[src/rtl/regfile_dump_ctrl.sv]
// Streams the register file out over a byte sink while the CPU is halted.
// Each register is sent LSB byte first, one register read per LOAD cycle.
module regfile_dump_ctrl #(
    parameter int DATA_WIDTH = 32,
    parameter int NREGS      = 32
) (
    input  logic                  clk,
    input  logic                  i_rst,
    input  logic                  i_start,
    input  logic                  i_halted,
    input  logic [DATA_WIDTH-1:0] i_rf_data,
    input  logic                  i_tx_ready,
    output logic                  o_rf_sel,
    output logic [4:0]            o_rf_addr,
    output logic [7:0]            o_tx_data,
    output logic                  o_tx_valid,
    output logic                  o_busy,
    output logic                  o_done,
    output logic                  o_aborted
);

    localparam int NBYTES = DATA_WIDTH / 8;
    localparam int CW     = (NBYTES > 1) ? $clog2(NBYTES) : 1;
    localparam logic [CW-1:0] LAST_BYTE = CW'(NBYTES - 1);
    localparam logic [4:0]    LAST_REG  = 5'(NREGS - 1);

    typedef enum logic [1:0] {IDLE, LOAD, SEND, DONE} state_t;

    state_t                state;
    logic [4:0]            addr;
    logic [CW-1:0]         cnt;
    logic [DATA_WIDTH-1:0] shift;
    logic                  aborted_q;

    always_ff @(posedge clk) begin
        if (i_rst) begin
            state     <= IDLE;
            addr      <= '0;
            cnt       <= '0;
            shift     <= '0;
            aborted_q <= 1'b0;
        end else begin
            aborted_q <= 1'b0;
            case (state)
                IDLE: begin
                    if (i_start && i_halted) begin
                        state <= LOAD;
                        addr  <= '0;
                    end
                end
                LOAD: begin
                    if (!i_halted) begin
                        state     <= IDLE;
                        aborted_q <= 1'b1;
                    end else begin
                        shift <= i_rf_data;
                        cnt   <= '0;
                        state <= SEND;
                    end
                end
                SEND: begin
                    // A byte handed over in the abort cycle is still shifted out.
                    if (i_tx_ready) begin
                        shift <= shift >> 8;
                        cnt   <= cnt + 1'b1;
                    end
                    if (!i_halted) begin
                        state     <= IDLE;
                        aborted_q <= 1'b1;
                    end else if (i_tx_ready && cnt == LAST_BYTE) begin
                        if (addr == LAST_REG) begin
                            state <= DONE;
                        end else begin
                            addr  <= addr + 1'b1;
                            state <= LOAD;
                        end
                    end
                end
                DONE:    state <= IDLE;
                default: state <= IDLE;
            endcase
        end
    end

    // Outputs decode registered state only; reset forces them low immediately.
    always_comb begin
        o_rf_sel   = !i_rst && (state == LOAD || state == SEND);
        o_rf_addr  = o_rf_sel ? addr : 5'd0;
        o_tx_valid = !i_rst && (state == SEND);
        o_tx_data  = o_tx_valid ? shift[7:0] : 8'd0;
        o_busy     = !i_rst && (state != IDLE);
        o_done     = !i_rst && (state == DONE);
        o_aborted  = !i_rst && aborted_q;
    end

endmodule

[config.mk]
export PLATFORM = sky130hd
export DESIGN_NAME = regfile_dump_ctrl
export DESIGN_NICKNAME = d
export VERILOG_FILES = /design/src/rtl/regfile_dump_ctrl.sv
export SDC_FILE = /design/constraint.sdc
export NUM_CORES = 1
export LEC_CHECK = 0
export CORE_ASPECT_RATIO = 0.7
export CORE_MARGIN = 4
export CORE_UTILIZATION = 48
export DETAILED_ROUTE_END_ITERATION = 8
export PLACE_DENSITY = 0.84
export REMOVE_ABC_BUFFERS = 1
export SYNTH_ARGS = -nofsm -noshare
export SYNTH_HDL_FRONTEND = slang
export SYNTH_SLANG_ARGS = --single-unit
[constraint.sdc]
create_clock -name clk -period 2.5 [get_ports clk]
set_input_delay 0.5 -clock clk [delete_from_list [all_inputs] [get_ports clk]]
set_output_delay 0.5 -clock clk [all_outputs]
set_load 0.02 [all_outputs]
==> results.yml, run 1 <==
min_path:
  hp-start: "cnt[1]$_SDFFE_PP0P_"
  hold_depth: 2
  whs_endpoint: "cnt[1]$_SDFFE_PP0P_"
  hp-class: "reg2reg"
timing:
  fin_ws_ps: 57.7
  finalMaxSlewViolations: 0
  holdWs_ps: 474
  fmax_mhz: 409
  finClkSkew_ps: 5.35
  worst_slew_pin_slew_ps: 498
  rsz0062_at_grt: "false"
  slew_headroom_pct: 66.8
  setup_viol: 0
  min_period_over_period_pct: 97.7
  finalSetupTns_ps: 0
  min_period_ps: 2440
  hold_viol: 0
final_layout:
  nNetsFinal: 312
  fillers: 354
  drive_gt1_share_pct: 8.96
  syn_to_final_growth_pct: 34.9
  n_antenna_cell: 0
clocking:
  cts_tree: "built"
  clkSlewWorstSetupHoldPaths_ps: 70
  clk_latency_ps: 290
  cts-buffers-inserted: 5
  cts_sinks: 42
  cts-root-buf: "clkbuf_8"
  ctsHtreeMaxLevel: 2
  cts_max_path_buffers: 2
  cts_hold_buf: 0
critical_path:
  end_kind: "primary output"
  timing.rr.start: "state[0]$_SDFFE_PP0P_"
  arrival_ps: 1940
  critPathMostFrequentCell: "clkdlybuf4s50_1"
  startpoint_type: "primary input"
  crit_type: "in2out"
  critPathMaxStageDelay_ps: 620
  r2r_setup_slack_ps: 340
  startpoint: "i_rst"
  rr_worst_depth: 8
  cp_cell_sequence: "clkdlybuf4s50_1, buf_4, nor2b_1, clkdlybuf4s50_1"
  cp_max_fo: 13
  cpMaxStageDelayCell: "clkdlybuf4s50_1"
  timing.rr.end: "shift[4]$_SDFFE_PP0P_"
  worst_ep_required_time_ps: 2000
job:
  maxCapViolCount: 0
power:
  p_int_w: 0.00112
  switching_share_pct: 26.8
  pwr-share-comb_pct: 20.8
  cellPowerDensity_nw_per_um2: 565
  p_seq_share_pct: 50.2
  irDropWorstVdd_uv: 400
  clkPwrFrac_pct: 29.0
  p_switching_w: 0.000412
  power.leakage_nw: 1.07
detailed_routing:
  drt_iter0_drc: 98
  drt-pass1-iter-count: 4
  viasPerCell: 5.25
  wl_um: 4390
  wl_per_cell_um: 13.7
  vias: 1681
  drc_errors: 0
  postRouteAntennaNets: 0
grt:
  track_usage_pct: 17.2
  grt_pass1_wl_um: 7380
  grt_pass1_vias: 1616
  grt_max_degree: 35
  antenna_found_initial: 0
  overflow: 0
synth:
  yosysUniqueCellTypes: 35
  syn_area_sq_um: 2010
  ys_seq_elements: 42
  synth-seq-area-share_pct: 41.8
  avgSynthCellArea_sq_um: 9.54
  ys_warn_count: 0
  synthCells: 211
outcome:
  outcome: "finished, final reports clean"
placed_design:
  place.gp.congestion: 0.810
  pre_cts_ws_ps: -19.5
  dp_hpwl_um: 3280
  placement.io_buffers: 54
floorplanning:
  core-area_sq_um: 3970
  initial_core_util_pct: 50.7
  die_x_um: 85.4
  die_h_um: 62.2
  rows: 19
  ios: 55
  dieArea_sq_um: 5310
==> what timing repair did <==
item                                    in CTS  in global routing
buffers inserted                             0                  0
endpoints found under the setup margin      14                  1
gates resized for setup                     14                  1
==> flip-flops by register name (all words and copies together) (netlist names) <==
| register | flops |
|---|---|
| shift | 32 |
| addr | 5 |
| cnt | 2 |
| state | 2 |
| aborted_q | 1 |
==> power groups by stage <==
stage | logic (W) | clock network [W] | registers, W
final | 0.000319 | 0.000445 | 0.000770
after global routing | 0.000356 | 0.000482 | 0.000779
after global placement | 0.000311 | 0 | 0.000783
after detailed placement | 0.000320 | 0 | 0.000787
after CTS | 0.000321 | 0.000456 | 0.000771
after floorplan | 0.000183 | 0 | 0.000777
==> metrics by stage <==
| stage | std cells | power, W | utilization, % | instance area, sq um |
|---|---|---|---|---|
| 2_1_floorplan | 196 | 0.000960 | - | 1940 |
| 3_3_place_gp | 312 | 0.00109 | 66.5 | 2640 |
| 3_5_place_dp | 312 | 0.00111 | 66.5 | 2640 |
| 4_1_cts | 320 | 0.00155 | 68.4 | 2710 |
| 5_1_grt | 320 | 0.00162 | 68.4 | 2720 |
| 6_report | 320 | 0.00153 | 68.4 | 2720 |
==> layout by cell type (no fill, tap or decap), types with 2 or more instances in the layout <==
master / Yosys / final
dfxtp_1: 42 / 42
clkdlybuf4s50_1: 0 / 39
nor2_1: 32 / 32
mux2i_1: 27 / 27
a211oi_1: 25 / 25
dlygate4sd2_1: 0 / 14
and2_1: 13 / 13
buf_4: 3 / 9
a22o_1: 8 / 8
ha_1: 8 / 7
clkbuf_8: 0 / 6
a21oi_1: 4 / 4
nand3_1: 4 / 4
inv_1: 3 / 3
nor2b_1: 4 / 3
nand2_1: 3 / 3
a31oi_1: 2 / 2
a22oi_1: 2 / 2
nand2b_1: 2 / 2
==> Yosys cell counts <==
cell       number  share of area (%)
dfxtp_1        42                 42
nor2_1         32                6.0
mux2i_1        27                 13
a211oi_1       25                9.3
and2_1         13                4.0
a22o_1          8                3.5
ha_1            8                5.0
buf_2           7                1.7
clkbuf_1        5               0.93
a21oi_1         4               0.99
nand3_1         4               0.99
nor2b_1         4                1.2
buf_4           3                1.1
inv_1           3               0.56
nand2_1         3               0.56
a22oi_1         2               0.75
a31oi_1         2               0.62
nand2b_1        2               0.62
a21bo_2         1               0.50
a21boi_0        1               0.37
and2b_1         1               0.37
and3_1          1               0.31
and3_4          1               0.56
mux2_2          1               0.56
nand3b_1        1               0.37
nand4_1         1               0.31
nor2_2          1               0.31
nor3_1          1               0.25
nor3b_1         1               0.37
nor4b_2         1               0.75
nor4bb_1        1               0.50
o2111ai_1       1               0.44
o21ai_0         1               0.25
or2_1           1               0.31
or4_1           1               0.37
==> worst max-delay path, delay by kind of cell <==
| kind | cells | cell delay, ps |
|---|---|---|
| simple gates | 1 | 110 |
| buf+inv | 3 | 1330 |
==> cell families after synthesis <==
kind of cell               share of synthesized area (%)
AOI/OAI and AO/OA                                   16.7
adders and majority gates                           4.97
buffers and inverters                               4.35
DFF                                                 41.8
muxes                                               14.0
and+or+nand+nor                                     18.2
==> worst max path at each step <==
stage	to	slack, ps	cells past startpoint
floorplan	shift[24]$_SDFFE_PP0P_	-1560	6
global placement	o_tx_data[4]	-0.2	5
detailed placement	o_rf_addr[0]	-20	5
CTS	o_done	50	4
global route	o_done	20	4
finish	o_done	60	4
==> area by class of cell <==
cell class | count | area [sq um] | share of cell area, %
Multi-Input combinational cell | 151 | 1090 | 40.3
Sequential cell | 42 | 841 | 31.0
Timing Repair Buffer | 64 | 613 | 22.6
Clock buffer | 7 | 86.3 | 3.18
Tap cell | 52 | 65.1 | 2.40
Inverter | 3 | 11.3 | 0.415
Clock inverter | 1 | 5.00 | 0.184
==> routing by layer <==
layer | global-route usage (%) | wire length, um
met2 | 27.3 | 2040
met4 | 6.52 | 47
met3 | 4.62 | 269
met5 | 0 | 0
met1 | 22.1 | 2030
No activity file was read; power rests on OpenSTA's default activity.
==> inputs of run 2 (changes only) <==
--- a/config.mk
+++ b/config.mk
@@ -9,6 +9,7 @@
 export CORE_MARGIN = 4
 export CORE_UTILIZATION = 48
 export DETAILED_ROUTE_END_ITERATION = 8
+export GPL_TIMING_DRIVEN = 0
 export PLACE_DENSITY = 0.84
 export REMOVE_ABC_BUFFERS = 1
 export SYNTH_ARGS = -nofsm -noshare
==> constraint.sdc (replaced) <==
create_clock -name clk -period 2.5 [get_ports clk]
set_input_delay 0.375 -clock clk [delete_from_list [all_inputs] [get_ports clk]]
set_output_delay 0.375 -clock clk [all_outputs]
set_load 0.02 [all_outputs]
==> results.yml, run 2 (synthesis results as in run 1) <==
outcome:
  outcome: "finished, final reports clean"
detailed_routing:
  vias: 1637
  wl_um: 4410
  drt_iter0_drc: 87
  viasPerCell: 5.25
  postRouteAntennaNets: 0
  wl_per_cell_um: 14.1
  drt-pass1-iter-count: 4
  drc_errors: 0
floorplanning:
  initial_core_util_pct: 50.7
  rows: 19
  die_x_um: 85.4
  dieArea_sq_um: 5310
  die_h_um: 62.2
  core-area_sq_um: 3970
  ios: 55
grt:
  track_usage_pct: 16.6
  overflow: 0
  antenna_found_initial: 0
  grt_pass1_wl_um: 7140
  grt_pass1_vias: 1534
  grt_max_degree: 41
critical_path:
  end_kind: "primary output"
  timing.rr.end: "shift[30]$_SDFFE_PP0P_"
  r2r_setup_slack_ps: 170
  worst_ep_required_time_ps: 2120
  arrival_ps: 1980
  cp_max_fo: 9
  crit_path_end: "o_tx_data[0]"
  timing.rr.start: "state[0]$_SDFFE_PP0P_"
  crit_family: "buffers and inverters"
  rr_worst_depth: 5
  critPathMaxStageDelay_ps: 590
  cpMaxStageDelayCell: "clkdlybuf4s50_1"
  crit_type: "reg2out"
  cp_num_buf_inv: 3
  worst-path-stages: 6
  cp_cell_sequence: "inv_1, ha_4, inv_1, nor2_4, and2_1, clkdlybuf4s50_1"
  startpoint_type: "flop"
  startpoint: "state[0]$_SDFFE_PP0P_"
  critPathMostFrequentCell: "inv_1"
timing:
  slew_headroom_pct: 11.3
  worst_slew_pin_slew_ps: 1310
  finalMaxSlewViolations: 0
  hold_viol: 0
  finClkSkew_ps: 2.00
  min_period_over_period_pct: 94.3
  setup_viol: 0
  rsz0062_at_grt: "false"
  min_period_ps: 2360
  holdWs_ps: 482
  finalSetupTns_ps: 0
  fmax_mhz: 424
placed_design:
  place.gp.congestion: 0.788
  placement.io_buffers: 54
  dp_hpwl_um: 3020
  dp_cells: 303
  placed_area_sq_um: 2580
final_layout:
  mostFrequentLayoutCells: "clkdlybuf4s50_1, dfxtp_1, nor2_1, mux2i_1, a211oi_1"
  layout.area.seq_sq_um: 842
  fillers: 332
  n_antenna_cell: 0
  drive_gt1_share_pct: 8.08
  final_common_cell: "clkdlybuf4s50_1"
  largest_reg_flops: 32
  max_flop_register: "shift"
  syn_to_final_growth_pct: 37.5
  nNetsFinal: 305
  finalNonFillerCells: 312
  multi_input_area_sq_um: 1120
  reg_top3: "shift (32), addr (5)"
  final_cell_area_sq_um: 2770
power:
  power.leakage_nw: 1.12
  irDropWorstVdd_uv: 419
  finalPower_w: 0.00162
  cellPowerDensity_nw_per_um2: 586
clocking:
  clk_latency_ps: 280
  cts_sinks: 42
  cts_tree: "built"
  cts_hold_buf: 0
  cts-root-buf: "clkbuf_8"
  clkSlewWorstSetupHoldPaths_ps: 70
  cts_max_path_buffers: 2
  ctsHtreeMaxLevel: 2
  cts-buffers-inserted: 5
min_path:
  hp-class: "reg2reg"
job:
  maxCapViolCount: 0
run 2: stage by stage:
step | util (%) | worst slack (ps)
6_report | 69.7 | 142
5_1_grt | 69.7 | 0.290
4_1_cts | 69.2 | 63.9
3_5_place_dp | 65.0 | -1060
3_3_place_gp | 64.0 | -2700
2_1_floorplan | - | -1560
run 2: metal layers:
metal | track usage (%) | part of all wire (%) | vias to the layer above
li1 | - | - | 861
met1 | 23.5 | 50 | 733
met2 | 24.7 | 44 | 41
met3 | 4.36 | 5.6 | 2
met4 | 4.74 | 0.61 | 0
met5 | 0 | 0 | -
run 2: power breakdown:
group	total, W	switching (W)	internal, W
Clock	0.000536	0.000217	0.000319
Sequential	0.000770	0.0000331	0.000737
Combinational	0.000317	0.000157	0.000160
Total	0.00162	0.000407	0.00122
run 2: what timing repair did:
item	4_1_cts	5_1_grt
buffers inserted	2	0
endpoints found under the setup margin	43	12
pin swaps	0	1
gates cloned	0	0
gates resized for setup	10	9
run 2: layout make-up:
type / instances / area share [%]
sequential: 42 / 30.4
timing repair buffer: 57 / 22.3
inverter: 3 / 0.407
multi-input combinational: 151 / 40.4
clock inverter: 1 / 1.08
tap: 52 / 2.35
clock buffer: 6 / 2.98
run 2: worst min path at each step:
stage | start | endpoint | slack (ps) | cells after the start
global placement | shift[24]$_SDFFE_PP0P_ | shift[24]$_SDFFE_PP0P_ | 460 | 1
CTS | cnt[1]$_SDFFE_PP0P_ | cnt[1]$_SDFFE_PP0P_ | 480 | 2
detailed placement | cnt[1]$_SDFFE_PP0P_ | cnt[1]$_SDFFE_PP0P_ | 470 | 2
floorplan | cnt[1]$_SDFFE_PP0P_ | cnt[1]$_SDFFE_PP0P_ | 440 | 2
global route | shift[24]$_SDFFE_PP0P_ | shift[24]$_SDFFE_PP0P_ | 510 | 1
finish | shift[24]$_SDFFE_PP0P_ | shift[24]$_SDFFE_PP0P_ | 480 | 1
==> inputs of run 3 (changes only) <==
--- a/config.mk
+++ b/config.mk
@@ -5,6 +5,7 @@
 export SDC_FILE = /design/constraint.sdc
 export NUM_CORES = 1
 export LEC_CHECK = 0
+export ABC_CLOCK_PERIOD_IN_PS = 2500
 export CORE_ASPECT_RATIO = 0.7
 export CORE_MARGIN = 4
 export CORE_UTILIZATION = 48
==> results of run 3 <==
The final DEF is identical to that of run 2; final timing and power are the same.
